===== config.mk =====
export PLATFORM = sky130hd
export DESIGN_NAME = inst_mem_loadable
export DESIGN_NICKNAME = d
export VERILOG_FILES = /design/src/rtl/inst_mem_loadable.sv
export SDC_FILE = /design/constraint.sdc
export NUM_CORES = 2
export LEC_CHECK = 0
export ABC_AREA = 1
export CORE_ASPECT_RATIO = 0.5
export CORE_UTILIZATION = 45
export CTS_CLUSTER_DIAMETER = 60
export DETAILED_ROUTE_END_ITERATION = 16
export PLACE_DENSITY = 0.67
export RECOVER_POWER = 50
export SLEW_MARGIN = 5
export SYNTH_ARGS = -nofsm -noshare
export SYNTH_HDL_FRONTEND = slang
export SYNTH_SLANG_ARGS = --single-unit

===== constraint.sdc =====
create_clock -name Clock -period 4.5 [get_ports Clock]
set_clock_uncertainty 0.1 [all_clocks]
set_input_delay 1.35 -clock Clock [delete_from_list [all_inputs] [get_ports Clock]]
set_output_delay 1.35 -clock Clock [all_outputs]
set_load 0.05 [all_outputs]

===== src/rtl/inst_mem_loadable.sv =====
// ---------------------------------------------------------------------------
// inst_mem_loadable
//
// Runtime-loadable instruction store. It sits between the program counter
// and the decoder. A program is written word by word through the load port,
// then fetched with a bounds-checked, registered read.
//
// Ports:
//   Clock            rising-edge system clock
//   Reset            asynchronous active-low reset
//   LoadEnable       enter or restart load mode; discards the loaded program
//   LoadWrite        store LoadData at the next sequential word (LOAD only)
//   LoadData         word being loaded
//   LoadDone         end of load; go to RUN, or to IDLE if nothing was loaded
//   FetchRequest     fetch the word at ProgramCounter (RUN only)
//   ProgramCounter   word index to fetch (not a byte address)
//   Instruction      fetched word, registered; holds its value between fetches
//   InstructionValid one-cycle pulse; Instruction is valid this cycle
//   Ready            high only in RUN
//   LoadCount        number of words currently loaded
//   Fault            sticky fault flag (FaultCode != 0)
//   FaultCode        0 none, 1 load overflow, 2 fetch out of range
//   DebugState       current FSM state, for checkers
//
// Handshake: Ready=1 means a FetchRequest sampled on this rising edge is
// accepted. Its result appears on the following cycle with
// InstructionValid=1. There is no back-pressure. The consumer must take the
// result on the cycle it is valid. One request per cycle is sustained.
// ---------------------------------------------------------------------------
module inst_mem_loadable #(
    parameter int DATA_W = 32,
    parameter int DEPTH = 128,
    parameter int PC_W = 32,
    parameter logic [DATA_W-1:0] HALT_WORD = 32'h0400_0000
) (
    input  logic                      Clock,
    input  logic                      Reset,
    input  logic                      LoadEnable,
    input  logic                      LoadWrite,
    input  logic [DATA_W-1:0]         LoadData,
    input  logic                      LoadDone,
    input  logic                      FetchRequest,
    input  logic [PC_W-1:0]           ProgramCounter,
    output logic [DATA_W-1:0]         Instruction,
    output logic                      InstructionValid,
    output logic                      Ready,
    output logic [$clog2(DEPTH):0]    LoadCount,
    output logic                      Fault,
    output logic [1:0]                FaultCode,
    output logic [1:0]                DebugState
);

    localparam int ADDR_W = $clog2(DEPTH);
    localparam int CNT_W = ADDR_W + 1;
    // The range check compares in a width that fits both the PC and the
    // counter. High PC bits can never alias onto a loaded word.
    localparam int CMP_W = (PC_W > CNT_W) ? PC_W : CNT_W;
    localparam logic [CNT_W-1:0] FULL_COUNT = CNT_W'(DEPTH);

    localparam logic [1:0] FAULT_NONE = 2'd0;
    localparam logic [1:0] FAULT_OVERFLOW = 2'd1;
    localparam logic [1:0] FAULT_RANGE = 2'd2;

    typedef enum logic [1:0] {
        IDLE  = 2'd0,
        LOAD  = 2'd1,
        RUN   = 2'd2,
        FAULT = 2'd3
    } state_t;

    state_t state, stateNext;
    logic [CNT_W-1:0] countNext;
    logic [CNT_W-1:0] countAfterWrite;
    logic [1:0] faultCodeNext;
    logic memWrite;
    logic fetchHit;
    logic fetchMiss;
    logic pcInRange;
    logic [ADDR_W-1:0] pcIndex;

    logic [DATA_W-1:0] mem [0:DEPTH-1];

    assign pcInRange = CMP_W'(ProgramCounter) < CMP_W'(LoadCount);
    assign pcIndex = ProgramCounter[ADDR_W-1:0];

    always_comb begin
        stateNext = state;
        countNext = LoadCount;
        countAfterWrite = LoadCount;
        faultCodeNext = FaultCode;
        memWrite = 1'b0;
        fetchHit = 1'b0;
        fetchMiss = 1'b0;
        unique case (state)
            IDLE: begin
                if (LoadEnable) begin
                    stateNext = LOAD;
                    countNext = '0;
                end
            end
            LOAD: begin
                if (LoadEnable) begin
                    // A restart drops any write strobe in the same cycle.
                    countNext = '0;
                end else begin
                    if (LoadWrite) begin
                        if (LoadCount < FULL_COUNT) begin
                            memWrite = 1'b1;
                            countAfterWrite = LoadCount + CNT_W'(1);
                        end else begin
                            stateNext = FAULT;
                            faultCodeNext = FAULT_OVERFLOW;
                        end
                    end
                    countNext = countAfterWrite;
                    // LoadDone sees the count that includes a same-cycle write.
                    // An overflow fault takes precedence over LoadDone.
                    if (LoadDone && stateNext != FAULT) begin
                        stateNext = (countAfterWrite != '0) ? RUN : IDLE;
                    end
                end
            end
            RUN: begin
                if (LoadEnable) begin
                    stateNext = LOAD;
                    countNext = '0;
                end else if (FetchRequest) begin
                    if (pcInRange) begin
                        fetchHit = 1'b1;
                    end else begin
                        fetchMiss = 1'b1;
                        stateNext = FAULT;
                        faultCodeNext = FAULT_RANGE;
                    end
                end
            end
            FAULT: begin
                if (LoadEnable) begin
                    stateNext = LOAD;
                    countNext = '0;
                    faultCodeNext = FAULT_NONE;
                end
            end
            default: stateNext = IDLE;
        endcase
    end

    always_ff @(posedge Clock or negedge Reset) begin
        if (!Reset) begin
            state <= IDLE;
            LoadCount <= '0;
            Instruction <= '0;
            InstructionValid <= 1'b0;
            FaultCode <= FAULT_NONE;
        end else begin
            state <= stateNext;
            LoadCount <= countNext;
            FaultCode <= faultCodeNext;
            InstructionValid <= fetchHit | fetchMiss;
            if (fetchHit) begin
                Instruction <= mem[pcIndex];
            end else if (fetchMiss) begin
                Instruction <= HALT_WORD;
            end
        end
    end

    // The memory array is not reset. Only words below LoadCount are ever read.
    always_ff @(posedge Clock) begin
        if (memWrite) begin
            mem[LoadCount[ADDR_W-1:0]] <= LoadData;
        end
    end

    assign Ready = (state == RUN);
    assign Fault = (FaultCode != FAULT_NONE);
    assign DebugState = state;

endmodule


* Yosys cells after proc, flatten, opt, wreduce, memory -nomap -nowiden
Memories as Yosys holds them, arrays and structs flattened.
Index checks and enable logic that the tools add are counted.
W data, S select, Z words.
** Cells by class
- Equality and inequality tests :: 15
- Multiplexer cells :: 43
- Magnitude comparators :: 2
- Add/subtract/negate cells :: 1
- Reductions and logical operators :: 10
- Bitwise logic cells :: 1
** Operators with widths (number)
- $mux W32 :: 2
- $mux W8 :: 6
- $mux W2 :: 18
- $lt A32 B8 Y1 :: 1
- $ne A2 B2 Y1 const B :: 8
- $pmux W8 S2 :: 1
- $mux W1 :: 14
- $pmux W2 S3 :: 2
- $add A8 B1 Y8 const B :: 1
- $lt A8 B8 Y1 const B :: 1
- $reduce_and A8 Y1 :: 1
- $reduce_bool A8 Y1 :: 1
- $ne A3 B3 Y1 const B :: 2
- $eq A2 B2 Y1 const B :: 2
- $ne A2 B1 Y1 const B :: 2
- $reduce_and A4 Y1 :: 1
- $reduce_bool A2 Y1 :: 2
- $reduce_bool A3 Y1 :: 1
- $reduce_or A3 Y1 :: 1
- $eq A2 B1 Y1 const B :: 1
- $logic_not A2 Y1 :: 1
- $reduce_or A2 Y1 :: 1
- $logic_and A1 B1 Y1 :: 1
- $or A1 B1 Y1 :: 1
** Storage, ports and cells
- Memories :: 1
- Flip-flop bits (word level) :: 45
- Bits in writable memories :: 4096
- Output and inout port bits :: 47
- Logic and storage cells :: 78
** Memory list
- mem :: words 128, width 32, rd ports 1, clocked after Yosys merged registers in 0, wr ports 1, line 81 : logic [DATA_W-1:0] mem [0:DEPTH-1];

* Longest topological paths before layout
- Word-level depth :: 10
- Depth in mapped cells :: 15
- Mapped depth without buffers :: 13

* Least setup slack after synthesis
No wires, ideal clock.
- Kind :: input to register
- From :: in LoadEnable
- To :: mem mem[103][0], enable pin
- Arrival time :: 4074 ps
- Stages :: 5
- Path buffers :: 0
- Slack :: -135 ps
- Data required time :: 3939 ps
- Cell sequence :: nor2_2 > inv_1 > nor2_2 > inv_1 > nor3_1
** Between the ends
- Cells in the longest elaborated chain, start to end :: 4
** RTL lines
- from (decl) :: line 38 : input logic LoadEnable,
- $mux W1 :: line 102 : if (LoadEnable) begin
- $mux W1 :: line 94 : unique case (state)
- $mux W1 :: line 170 : if (memWrite) begin
- $mux W1 (not written as such) :: line 171 : mem[LoadCount[ADDR_W-1:0]] <= LoadData;
- to (decl) :: line 81
Every way passes these cells.

* Worst setup path after layout
- From :: in LoadData[5]
- To :: mem mem[89][5], data pin
** RTL lines
- from (decl) :: line 40 : input logic [DATA_W-1:0] LoadData,
Straight into the memory's write port.

==> summary.md <==
| Metric | Value |
|---|---|
| Initial Util | 0.454 |
| YS warnings | 0 |
| Worst EP arrival | 4.95 ns |
| Largest net degree at the start of global routing | 129 |
| Final period util | 0.996 |
| Max cap viols | 47 |
| EDFF count, synth | 4096 |
| Top-area cell type share of the netlist area | 0.737 |
| Row count | 157 |
| CP endpoint kind | flop |
| CTS tree | built |
| Final hold slack | 0.395 ns |
| Worst Path Buf+Inv | 2 |
| Core ar. | 368000 um2 |
| RD Place Congestion | 0.929 |
| HPWL after detailed placement | 286 mm |
| Nets | 14000 |
| Register-to-register setup slack | 1.17 ns |
| Vias after detailed routing | 113000 |
| Synth Area in Simple Gates | 0.217 |
| Gates resized, CTS repair | 0 |
| Final ANT Viol Nets | 0 |
| Area Overhead vs Synth | 13.7% |
| Post-synthesis mux area share | 0 |
| Asr flop ratio synth | 0.0109 |
| Distinct cell type count after synthesis | 32 |
| Compound-Gate Fraction of Synth Area | 0.00856 |
| Unrepaired setup endpoints after global routing | no |
| # placed instances | 18500 |
| Initial detailed-routing violation count | 17600 |
| Skew-Pair Late Insertion Delay | 0.95 ns |
| Slew HR | -1.64 |
| Via density | 5.89 |
| # H-tree levels | 5 |
| Reg-to-reg endpoint | mem[90][17] |
| Outcome | complete, but fails checks |
| Power per cell area | 427 nW/um2 |
| Total CTS buffers | 373 |
| Most common cell in the synthesized netlist | nand2_1 |
| Hold Path Cell Cnt | 2 |
| Worst r2r path cells | 10 |
| Slew Viols, Final | 2596 |
| Final worst slack | 0.0178 ns |
| I/O pin count | 117 |
| TritonRoute pass-1 iters | 6 |
| Post-synthesis cell area | 167000 um2 |
| Hold EP | Instruction[21] |
| Initial antenna violation count | 37 |
| VDD IR-drop max | 0.351 mV |
| Worst-margin pin slew | 3.97 ns |
| Critical path fanouts, max | 52 |
| Chip height | 433 um |
| Crit path required time | 4.97 ns |
| Final Hold Vio Count | 0 |
| Maximum achievable frequency | 223 MHz |
| Worst r2r src | DebugState[1] |
| DRC Markers | 0 |
| HP Start | Instruction[21] |
| Adder-cell share of the synthesized area | 0.000900 |
| Hold buffers post-CTS | 0 |
| Total Wirelength | 505 mm |
| Largest family of logic cells by synthesized area | simple AND/OR/NAND/NOR gates |
| Clock sink total | 4141 |
| Placed Area | 178000 um2 |
| Mapped Cells | 13800 |
| Synth top area cells | edfxtp_1, nand3_1, nand2_1, buf_2, dfrtp_1 |
| Mean post-synth cell area | 12.1 um2 |
| Setup violators final | 0 |
| Tmin final | 4.48 ns |
| Die W | 863 um |
| Failing checks | capacitance limit, slew limit |
| Pre-CTS WS | 0.252 ns |
| First-pass GRT wire length | 727 mm |
| Seq cells post-synth | 4141 |
| Clock Tree Buf Depth | 4 |
| Post-CTS setup repair buffer count | 0 |
| IO buf count | 116 |
| Total grt overflow | 0 |
| Non-Filler Instances | 19200 |
| Slowest CP cell | clkbuf_1 |
| Post-route cell area | 190000 um2 |
| Sequential share of the synthesized area | 0.744 |
| WP depth | 2 |
| Leak | 66.3 nW |
| Delay-heaviest family, CP | buffers and inverters |
| Post-synth top flop | edfxtp_1 |
| Dominant cell type by area after synthesis | edfxtp_1 |
| Ratio of cells with drive above 1 in the final layout | 0.0848 |
| Die Footprint | 373000 um2 |
| Vias in the first global route | 105000 |
| Post-synth top cells | nand2_1, edfxtp_1, nand3_1, buf_2, nor2_1 |
| Post-Synth XOR/XNOR Area | 0.000157 |
| Gr usage total | 0.263 |
| CP Launch Type | input port |
| CTS root buf | clkbuf_16 |
| Drt wl/cell | 26.3 um |
| Worst-path clk slew | 0.07 ns |
| Crit-path max cell delay | 2.66 ns |
| Worst path cell trace | clkbuf_1 -> clkbuf_2 |
| Synthesized netlist net count | 13900 |
| Min-Delay Path Class | flop to flop |
| Crit Path Category | input port to flop |
==> how the worst max path moves through the flow <==
stage,start,endpoint,slack (ns)
after floorplan,LoadEnable,mem[103][0],-0.13
after global placement,LoadEnable,mem[2][0],0.24
after detailed placement,LoadEnable,mem[2][29],0.25
after CTS,DebugState[0],Ready,0.36
after global routing,LoadData[11],mem[89][11],0.18
final,LoadData[5],mem[89][5],0.02
==> cells in the final DEF, fill, tap and decap left out, drive strengths merged, types with 13 or more instances in the layout <==
master / n
a21oi: 96
buf: 487
bufinv: 47
clkbuf: 524
clkdlybuf4s50: 75
clkinv: 170
clkinvlp: 13
dfrtp: 45
edfxtp: 4096
inv: 42
nand2: 4629
nand3: 3565
nor2: 243
o211ai: 30
o21ai: 130
==> routing by layer <==
| layer | routed length [um] | part of all wire | global-route usage | vias to the layer above |
|---|---|---|---|---|
| li1 | - | - | - | 49400 |
| met1 | 194000 | 0.38 | 0.377 | 55400 |
| met2 | 221000 | 0.44 | 0.394 | 7237 |
| met3 | 68700 | 0.14 | 0.0589 | 991 |
| met4 | 21100 | 0.042 | 0.0985 | 12 |
| met5 | 73 | 0.00014 | 0 | - |
==> power breakdown <==
group          internal, mW  switching [mW]
Combinational          1.40            4.38
Clock                  18.2            14.5
Sequential             42.5          0.0578
Total                  62.1            18.9
==> per-stage QoR <==
stage	power, mW	util	TNS (ns)
after floorplan	46.2	-	-8.64
after global placement	48.9	0.484	0
after detailed placement	49.0	0.484	0
after CTS	81.0	0.517	0
after global routing	82.9	0.516	0
final	81.0	0.516	0
==> worst reg2reg max path: stages (launching register included) <==
cell and delay (ns):
dfrtp_1 0.47, inv_1 0.15, ha_1 0.23, inv_1 0.09, nor2_2 0.19, inv_1 0.21, nor3_1 0.50, nand3_4 0.14
buf_4 0.38, nor2_4 0.21, buf_12 0.24
==> state kept, by name, summed over array words and instances, names as in the netlist <==
signal            count
DebugState            2
FaultCode             2
Instruction          32
InstructionValid      1
LoadCount             8
mem                4096
==> cells by family (layout without fill, tap and decap cells) <==
| logic type | after synthesis | in the layout |
|---|---|---|
| xor gates and xnor gates | 3 | 3 |
| other | 0 | 12 |
| DFF | 4141 | 4141 |
| and+or+nand+nor | 8454 | 8454 |
| adders and majority gates | 12 | 12 |
| buffers and inverters | 951 | 1363 |
| AOI/OAI and AO/OA | 266 | 266 |
==> layout make-up <==
class | count | area (um2)
Clock buffer | 436 | 9730
Sequential cell | 4141 | 124000
Tap cell | 4929 | 6170
Multi-Input combinational cell | 8735 | 38800
Inverter | 36 | 185
Antenna cell | 12 | 30.0
Timing Repair Buffer | 655 | 8110
Fill cell | 30300 | 178000
Clock inverter | 236 | 2550
Note: power is estimated with default switching activity, not from simulation.
